<file path="src/rtl/mux_4x1_rr_arbiter.sv">
// ---------------------------------------------------------------------------
// mux_4x1_rr_arbiter
//
// Purpose:
//   Round-robin arbiter that shares one 4:1 N-bit mux between four
//   requesters. A grant is held until the grantee drops its request. Priority
//   then rotates to the requester after the one just served. Every release
//   costs exactly one IDLE cycle before the next grant.
//
// Optional build macro:
//   ARB_TIMEOUT_EN - when defined, a grant is forcibly released after
//                    HOLD_MAX consecutive GRANT cycles, even if the grantee
//                    still requests. When undefined, no hold counter exists.
//
// Ports:
//   clk_i    - rising-edge clock
//   reset_i  - synchronous, active-high reset
//   req_i    - request per requester; req_i[i] belongs to wi_i
//   w0_i..w3_i - N-bit data word from each requester
//   gnt_o    - one-hot grant (registered), zero when idle
//   s_o      - registered mux select, index of current/last grantee
//   f_o      - registered selected data word
//   busy_o   - high while a grant is active
// ---------------------------------------------------------------------------
module mux_4x1_rr_arbiter #(
  parameter int N        = 3,
  parameter int HOLD_MAX = 8
) (
  input  logic         clk_i,
  input  logic         reset_i,
  input  logic [3:0]   req_i,
  input  logic [N-1:0] w0_i,
  input  logic [N-1:0] w1_i,
  input  logic [N-1:0] w2_i,
  input  logic [N-1:0] w3_i,
  output logic [3:0]   gnt_o,
  output logic [1:0]   s_o,
  output logic [N-1:0] f_o,
  output logic         busy_o
);

  typedef enum logic {
    IDLE  = 1'b0,
    GRANT = 1'b1
  } arbState_e;

  arbState_e    state_q;
  logic [3:0]   gnt_q;
  logic [1:0]   s_q;
  logic [N-1:0] f_q;
  logic         busy_q;
  logic [1:0]   ptr_q;

  logic [N-1:0] words [4];
  logic [1:0]   winner_d;
  logic         anyReq;
  logic         holdExpired;

  assign words[0] = w0_i;
  assign words[1] = w1_i;
  assign words[2] = w2_i;
  assign words[3] = w3_i;

  assign anyReq = |req_i;

  // Scan ptr, ptr+1, ptr+2, ptr+3 with 2-bit wrap; the first requester
  // found wins. The 2-bit add wraps 3->0 naturally.
  always_comb begin
    logic       found;
    logic [1:0] idx;
    winner_d = 2'd0;
    found    = 1'b0;
    idx      = 2'd0;
    for (int k = 0; k < 4; k++) begin
      idx = ptr_q + 2'(k);
      if (!found && req_i[idx]) begin
        found    = 1'b1;
        winner_d = idx;
      end
    end
  end

`ifdef ARB_TIMEOUT_EN
  // Counts GRANT cycles of the current grant. It is cleared on entry to
  // GRANT, so the value HOLD_MAX-1 marks the last allowed GRANT cycle.
  logic [7:0] holdCnt_q;

  assign holdExpired = (holdCnt_q == 8'(HOLD_MAX - 1));

  always_ff @(posedge clk_i) begin
    if (reset_i) begin
      holdCnt_q <= 8'd0;
    end else if (state_q == IDLE) begin
      holdCnt_q <= 8'd0;
    end else if (!holdExpired) begin
      holdCnt_q <= holdCnt_q + 8'd1;
    end
  end
`else
  assign holdExpired = 1'b0;
`endif

  // Arbiter FSM with registered outputs. In GRANT only the grantee's own
  // request matters. Releasing moves the pointer just past the grantee, so
  // it gets lowest priority in the following IDLE cycle.
  always_ff @(posedge clk_i) begin
    if (reset_i) begin
      state_q <= IDLE;
      gnt_q   <= 4'b0000;
      s_q     <= 2'd0;
      f_q     <= '0;
      busy_q  <= 1'b0;
      ptr_q   <= 2'd0;
    end else begin
      case (state_q)
        IDLE: begin
          if (anyReq) begin
            state_q <= GRANT;
            gnt_q   <= 4'b0001 << winner_d;
            s_q     <= winner_d;
            f_q     <= words[winner_d];
            busy_q  <= 1'b1;
          end else begin
            gnt_q  <= 4'b0000;
            busy_q <= 1'b0;
          end
        end
        GRANT: begin
          if (req_i[s_q] && !holdExpired) begin
            f_q <= words[s_q];
          end else begin
            state_q <= IDLE;
            gnt_q   <= 4'b0000;
            busy_q  <= 1'b0;
            ptr_q   <= s_q + 2'd1;
          end
        end
        default: begin
          state_q <= IDLE;
          gnt_q   <= 4'b0000;
          busy_q  <= 1'b0;
        end
      endcase
    end
  end

  assign gnt_o  = gnt_q;
  assign s_o    = s_q;
  assign f_o    = f_q;
  assign busy_o = busy_q;

endmodule

</file>
<file path="config.mk">
export PLATFORM = sky130hd
export DESIGN_NAME = mux_4x1_rr_arbiter
export DESIGN_NICKNAME = d
export VERILOG_FILES = /design/src/rtl/mux_4x1_rr_arbiter.sv
export SDC_FILE = /design/constraint.sdc
export NUM_CORES = 1
export LEC_CHECK = 0
export CORE_MARGIN = 4
export CORE_UTILIZATION = 48
export CTS_CLUSTER_DIAMETER = 50
export DETAILED_ROUTE_END_ITERATION = 6
export PLACE_DENSITY = 0.92
export SYNTH_ARGS = -nofsm -noshare
export SYNTH_HDL_FRONTEND = slang
export SYNTH_SLANG_ARGS = --single-unit
</file>
<file path="constraint.sdc">
create_clock -name clk_i -period 3.3 [get_ports clk_i]
set_input_delay 0.33 -clock clk_i [delete_from_list [all_inputs] [get_ports clk_i]]
set_output_delay 0.33 -clock clk_i [all_outputs]
set_load 0.02 [all_outputs]
</file>
# Yosys cells after proc, flatten, opt, wreduce, memory -nomap -nowiden
# Cells that the tools add are included.
[word_totals]
register_bits = 13
latch_bits = 0
ramBits = 0
rom_bits = 0
inputBits = 18
out_inout_bits = 10
word_cells = 69
mem_count = 0
[classes]
add_sub_neg = 4
multipliers = 0
n_div = 0
n_lt_le_gt_ge = 7
n_eq_ne = 3
shift = 1
muxes = 34
bitwise = 4
reduce_logical = 10
[ops]
columns = ["operator", "count"]
rows = [
  ["$mux 3", 6],
  ["$lt 2x3->1 const B", 5],
  ["$bmux 3 s2", 2],
  ["$mux 1", 11],
  ["$bmux 1 s2", 5],
  ["$mux 2", 4],
  ["$mux 4", 2],
  ["$pmux 4 s2", 1],
  ["$ge 3x3->1 const B", 2],
  ["$not 2->3", 2],
  ["$pmux 3 s2", 1],
  ["$reduce_and 2->1", 3],
  ["$add 2x1->2 const B", 2],
  ["$add 2x2->2 const B", 2],
  ["$ne 2x2->1 const B", 2],
  ["$pmux 1 s2", 2],
  ["$reduce_or 4->1", 1],
  ["$shl 1x2->4 const A", 1],
  ["$logic_and 1x1->1", 3],
  ["$logic_not 1->1", 3],
  ["$ne 2x1->1 const B", 1],
  ["$not 1->1", 2],
]

# Depth between registers and ports, before layout
[depth]
depth_word = 18
ltp_mapped = 8
mapped_depth_nobuf = 5

# Worst setup path after synthesis
# OpenSTA, ideal clock, no wires.
[synth_timing]
kind = "register to register"
startpoint = "register s_q[0] (netlist: s_o[0])"
endpoint = "register f_q[1] (netlist: f_o[1])"
setup_time_ns = 0.117
arrival_ns = 1.982
required_time_ns = 3.183
setup_slack_ns = 1.200
path_stages_with_launch = 9
path_buffers = 3
synth_period_minus_slack_ns = 2.100
path_cell_list = "dfxtp_1 buf_6 mux4_2 and2_4 buf_6 o21ba_1 buf_6 o21a_1 a32o_1"
[synth_between]
elab_chain_cells = 6
word_cells_on_any_way = 10
cone_classes = "eq/ne (1); mux (7); bitwise (1); reduce/logical (1)"
[synth_lines]
columns = ["item", "line_no", "rtl"]
rows = [
  ["from (decl)", "49", "logic [1:0] s_q;"],
  ["from (signal assigned)", "120", "s_q <= winner_d;"],
  ["$not 2->3 (implied by the code)", "130", "f_q <= words[s_q];"],
  ["$bmux 3 s2", "130", ""],
  ["$mux 3 (implied by the code) (2 in series)", "130", ""],
  ["$mux 3", "129", "if (req_i[s_q] && !holdExpired) begin"],
  ["$pmux 3 s2", "115", "case (state_q)"],
  ["to (signal assigned)", "121", "f_q <= words[winner_d];"],
  ["to (signal assigned)", "130", ""],
  ["to (decl)", "50", "logic [N-1:0] f_q;"],
]
# Several ways; a longest one is shown, not always the timed one. The select of a mux whose other input is x is not followed.
# A chain may end at the register's enable or synchronous reset.

# Final worst setup path
# Same ends and word-level chain as after synthesis.

==> impl_metrics.csv <==
group,metric,value,unit
setup_path,r2r_start,"s_o[0]$_SDFFE_PP0P_",
setup_path,start_kind,"flip-flop",
run_status,status,"finished, final reports clean",
yosys,synthCells,98,
worst_hold_path,hold_path_depth,2,
yosys,synth.most_common_cell,"dfxtp_1",
setup_path,crit_slowest_cell,"mux4_2",
global_route,grt_pass1_vias,892,
global_route,grt_overflow,0,
floorplanning,die_area,2540,sq um
floorplanning,initial_core_util,0.504,
yosys,synthTopCellsByArea,"dfxtp_1 30%, mux4_2 10%, a21oi_1 5.2%",
drt,drtIter0Drc,35,
sta,tightestPinTransition,0.419,ns
final_layout,fin_nets,142,
floorplanning,boundaryPins,28,
worst_hold_path,hold_end,"gnt_o[1]$_SDFFE_PP0P_",
job,drv_cap,0,
yosys,synth_warnings,0,
floorplanning,die_height,50.4,um
clock_network,cts.clk_slew.worst_paths,0.08,ns
yosys,yosys.area.top_type,"dfxtp_1",
yosys,yosysUniqueCellTypes,35,
setup_path,reg2reg_depth,5,
drt,routed_wl,2240,um
clock_network,htreeDepth,1,
placed_design,portBuffers,27,
setup_path,reg2reg_slack,1.23,ns
sta,grt_setup_unrepaired,"false",
clock_network,cts_made_buffers,3,
yosys,synth_top_area_share,0.302,
sta,final_hold_viol_count,0,
yosys,postSynthAreaPerCell,8.78,sq um
sta,timing.slew.headroom,0.720,
placed_design,place_congestion,0.893,
global_route,busiest_layer,"met2",
placed_design,post_dp_cell_area,1120,sq um
final_layout,area_growth,33.6,%
clock_network,cts.sinks,13,
clock_network,clockBufferDepth,2,
clock_network,worst_skew_pair.late_latency,0.28,ns
global_route,grt_max_degree,11,
drt,remaining_drc_errors,0,
setup_path,path_buf_inv,0,
setup_path,critPathKind,"flip-flop to flip-flop",
floorplanning,die_x,50.4,um
drt,vias_per_cell,5.99,
worst_hold_path,hp-class,"flip-flop to flip-flop",
sta,drv_slew,0,
setup_path,path_delay_family,"compound AO/OA/AOI/OAI gates",
floorplanning,fp-row-count,15,
yosys,async_flop_share,0,
drt,num_vias,886,
sta,clock-skew-final,0.00155,ns
drt,wl_per_cell,15.1,um
drt,antenna_left,0,
yosys,synth_common_cells,"13 x dfxtp_1, 9 x a21oi_1, 9 x nor2_1",
global_route,grt_pass1_wl,3920,um
global_route,grt_antenna_before_repair,0,
floorplanning,core-area,1710,sq um
final_layout,final_area,1150,sq um
power_and_ir_drop,power,447,uW
sta,setup_tns,0,ns
yosys,ys.flop_type,"dfxtp_1",
power_and_ir_drop,leakage,0.000425,uW
yosys,synth_fp_nets,116,
setup_path,max_stage_delay,0.59,ns
worst_hold_path,hold_path.startpoint,"gnt_o[1]$_SDFFE_PP0P_",
placed_design,dp_hpwl,1710,um
setup_path,path_cells,"mux4_2 > and2_4 > o21ba_1 > o21a_1 > a32o_1",
setup_path,critPathMaxFanout,8,
sta,finalSetupViolations,0,
setup_path,end_kind,"flip-flop",
yosys,synth_area,861,sq um
sta,fin_crit_sh,0.627,
setup_path,crit_arrival,2.25,ns
drt,first_pass_iters,4,
yosys,synth_enable_flop_cells,0,
global_route,gr-usage-all-layers,0.200,
final_layout,diodes,0,
clock_network,tritoncts,"yes",
clock_network,cts_resized,0,
setup_path,worstPathRequired,3.48,ns
sta,fin_crit,2.07,ns
final_layout,drive_gt1_frac,0.0894,
yosys,synth_seq_cells,13,
clock_network,holdBufCountCts,0,
yosys,yosysSeqAreaShare,0.302,
global_route,met2_usage,0.350,
clock_network,clock-root-buffer,"clkbuf_4",
power_and_ir_drop,vdd_drop_max,0.000294,V
global_route,met3_usage,0.0534,
sta,fmax,483,MHz
clock_network,post_cts_buffers,0,
setup_path,reg2reg_to,"f_o[1]$_SDFFE_PP0P_",
power_and_ir_drop,powerDensity,389,nW/um^2
global_route,gr-usage-met1,0.223,
kinds of logic (layout without fill, tap and decap cells):
kind of cell    Yosys count  after routing  synth area share
simple gates             29             29             0.172
buf+inv                  15             40            0.0930
mux                       8              8             0.151
compound gates           32             32             0.272
flops                    13             13             0.302
xor+xnor                  1              1            0.0102
cells in the final DEF (no fill, tap or decap), drive strengths merged, types with 2 or more instances in the layout:
cell type and instances:
nand2b 6, and2 3, o311ai 2, o21ai 2, o31ai 2, dfxtp 13, mux2i 4, a32oi 2
clkdlybuf4s50 27, buf 2, mux4 4, o21a 2, nor2 9, o2111ai 4, a21oi 9, nand2 6
clkbuf 4, inv 7
area by class of cell:
class / count / area [sq um]
Clock buffer: 4 / 26.3
Fill cell: 120 / 558
Inverter: 7 / 26.3
Multi-Input combinational cell: 70 / 520
Sequential cell: 13 / 260
Tap cell: 25 / 31.3
Timing Repair Buffer: 29 / 285
registers in the layout (all words and copies together), names as in the netlist:
register and cells:
gnt_o 4, f_o 3, ptr_q 2, s_o 2
busy_o 1, state_q 1
worst max path at each step:
stage / end / from / slack, ns / cells after the start
2_1_floorplan: f_o[1]$_SDFFE_PP0P_ / s_o[0]$_SDFFE_PP0P_ / 1.20 / 8
3_3_place_gp: f_o[1]$_SDFFE_PP0P_ / req_i[1] / 1.04 / 6
3_5_place_dp: f_o[1]$_SDFFE_PP0P_ / req_i[1] / 0.97 / 6
4_1_cts: f_o[1]$_SDFFE_PP0P_ / s_o[0]$_SDFFE_PP0P_ / 1.24 / 5
5_1_grt: f_o[1]$_SDFFE_PP0P_ / req_i[1] / 1.15 / 6
6_report: f_o[1]$_SDFFE_PP0P_ / s_o[0]$_SDFFE_PP0P_ / 1.23 / 5
metal layers:
layer  routed length [um]  part of all wire  vias up
li1                     -                 -      415
met1                  890              0.40      401
met2                 1100              0.49       58
met3                  190             0.085       12
met4                   60             0.027        0
met5                    0                 0        -
stage by stage:
stage,setup WS [ns],hold WS [ns],util,cells
2_1_floorplan,1.20,0.493,-,98
3_3_place_gp,1.04,0.450,0.658,144
3_5_place_dp,0.972,0.453,0.658,144
4_1_cts,1.24,0.464,0.673,148
5_1_grt,1.15,0.487,0.673,148
6_report,1.23,0.462,0.673,148
worst min-delay path, stage by stage (launching register included):
cell	delay [ns]
dfxtp_1	0.32
nand2_1	0.05
a21oi_1	0.05
power breakdown:
part	internal [uW]	leakage (uW)	switching, uW
Clock	46.9	0.0000150	55.5
Sequential	172	0.000107	17.7
Combinational	82.3	0.000303	72.1
Power figures use the tool's default switching activity.
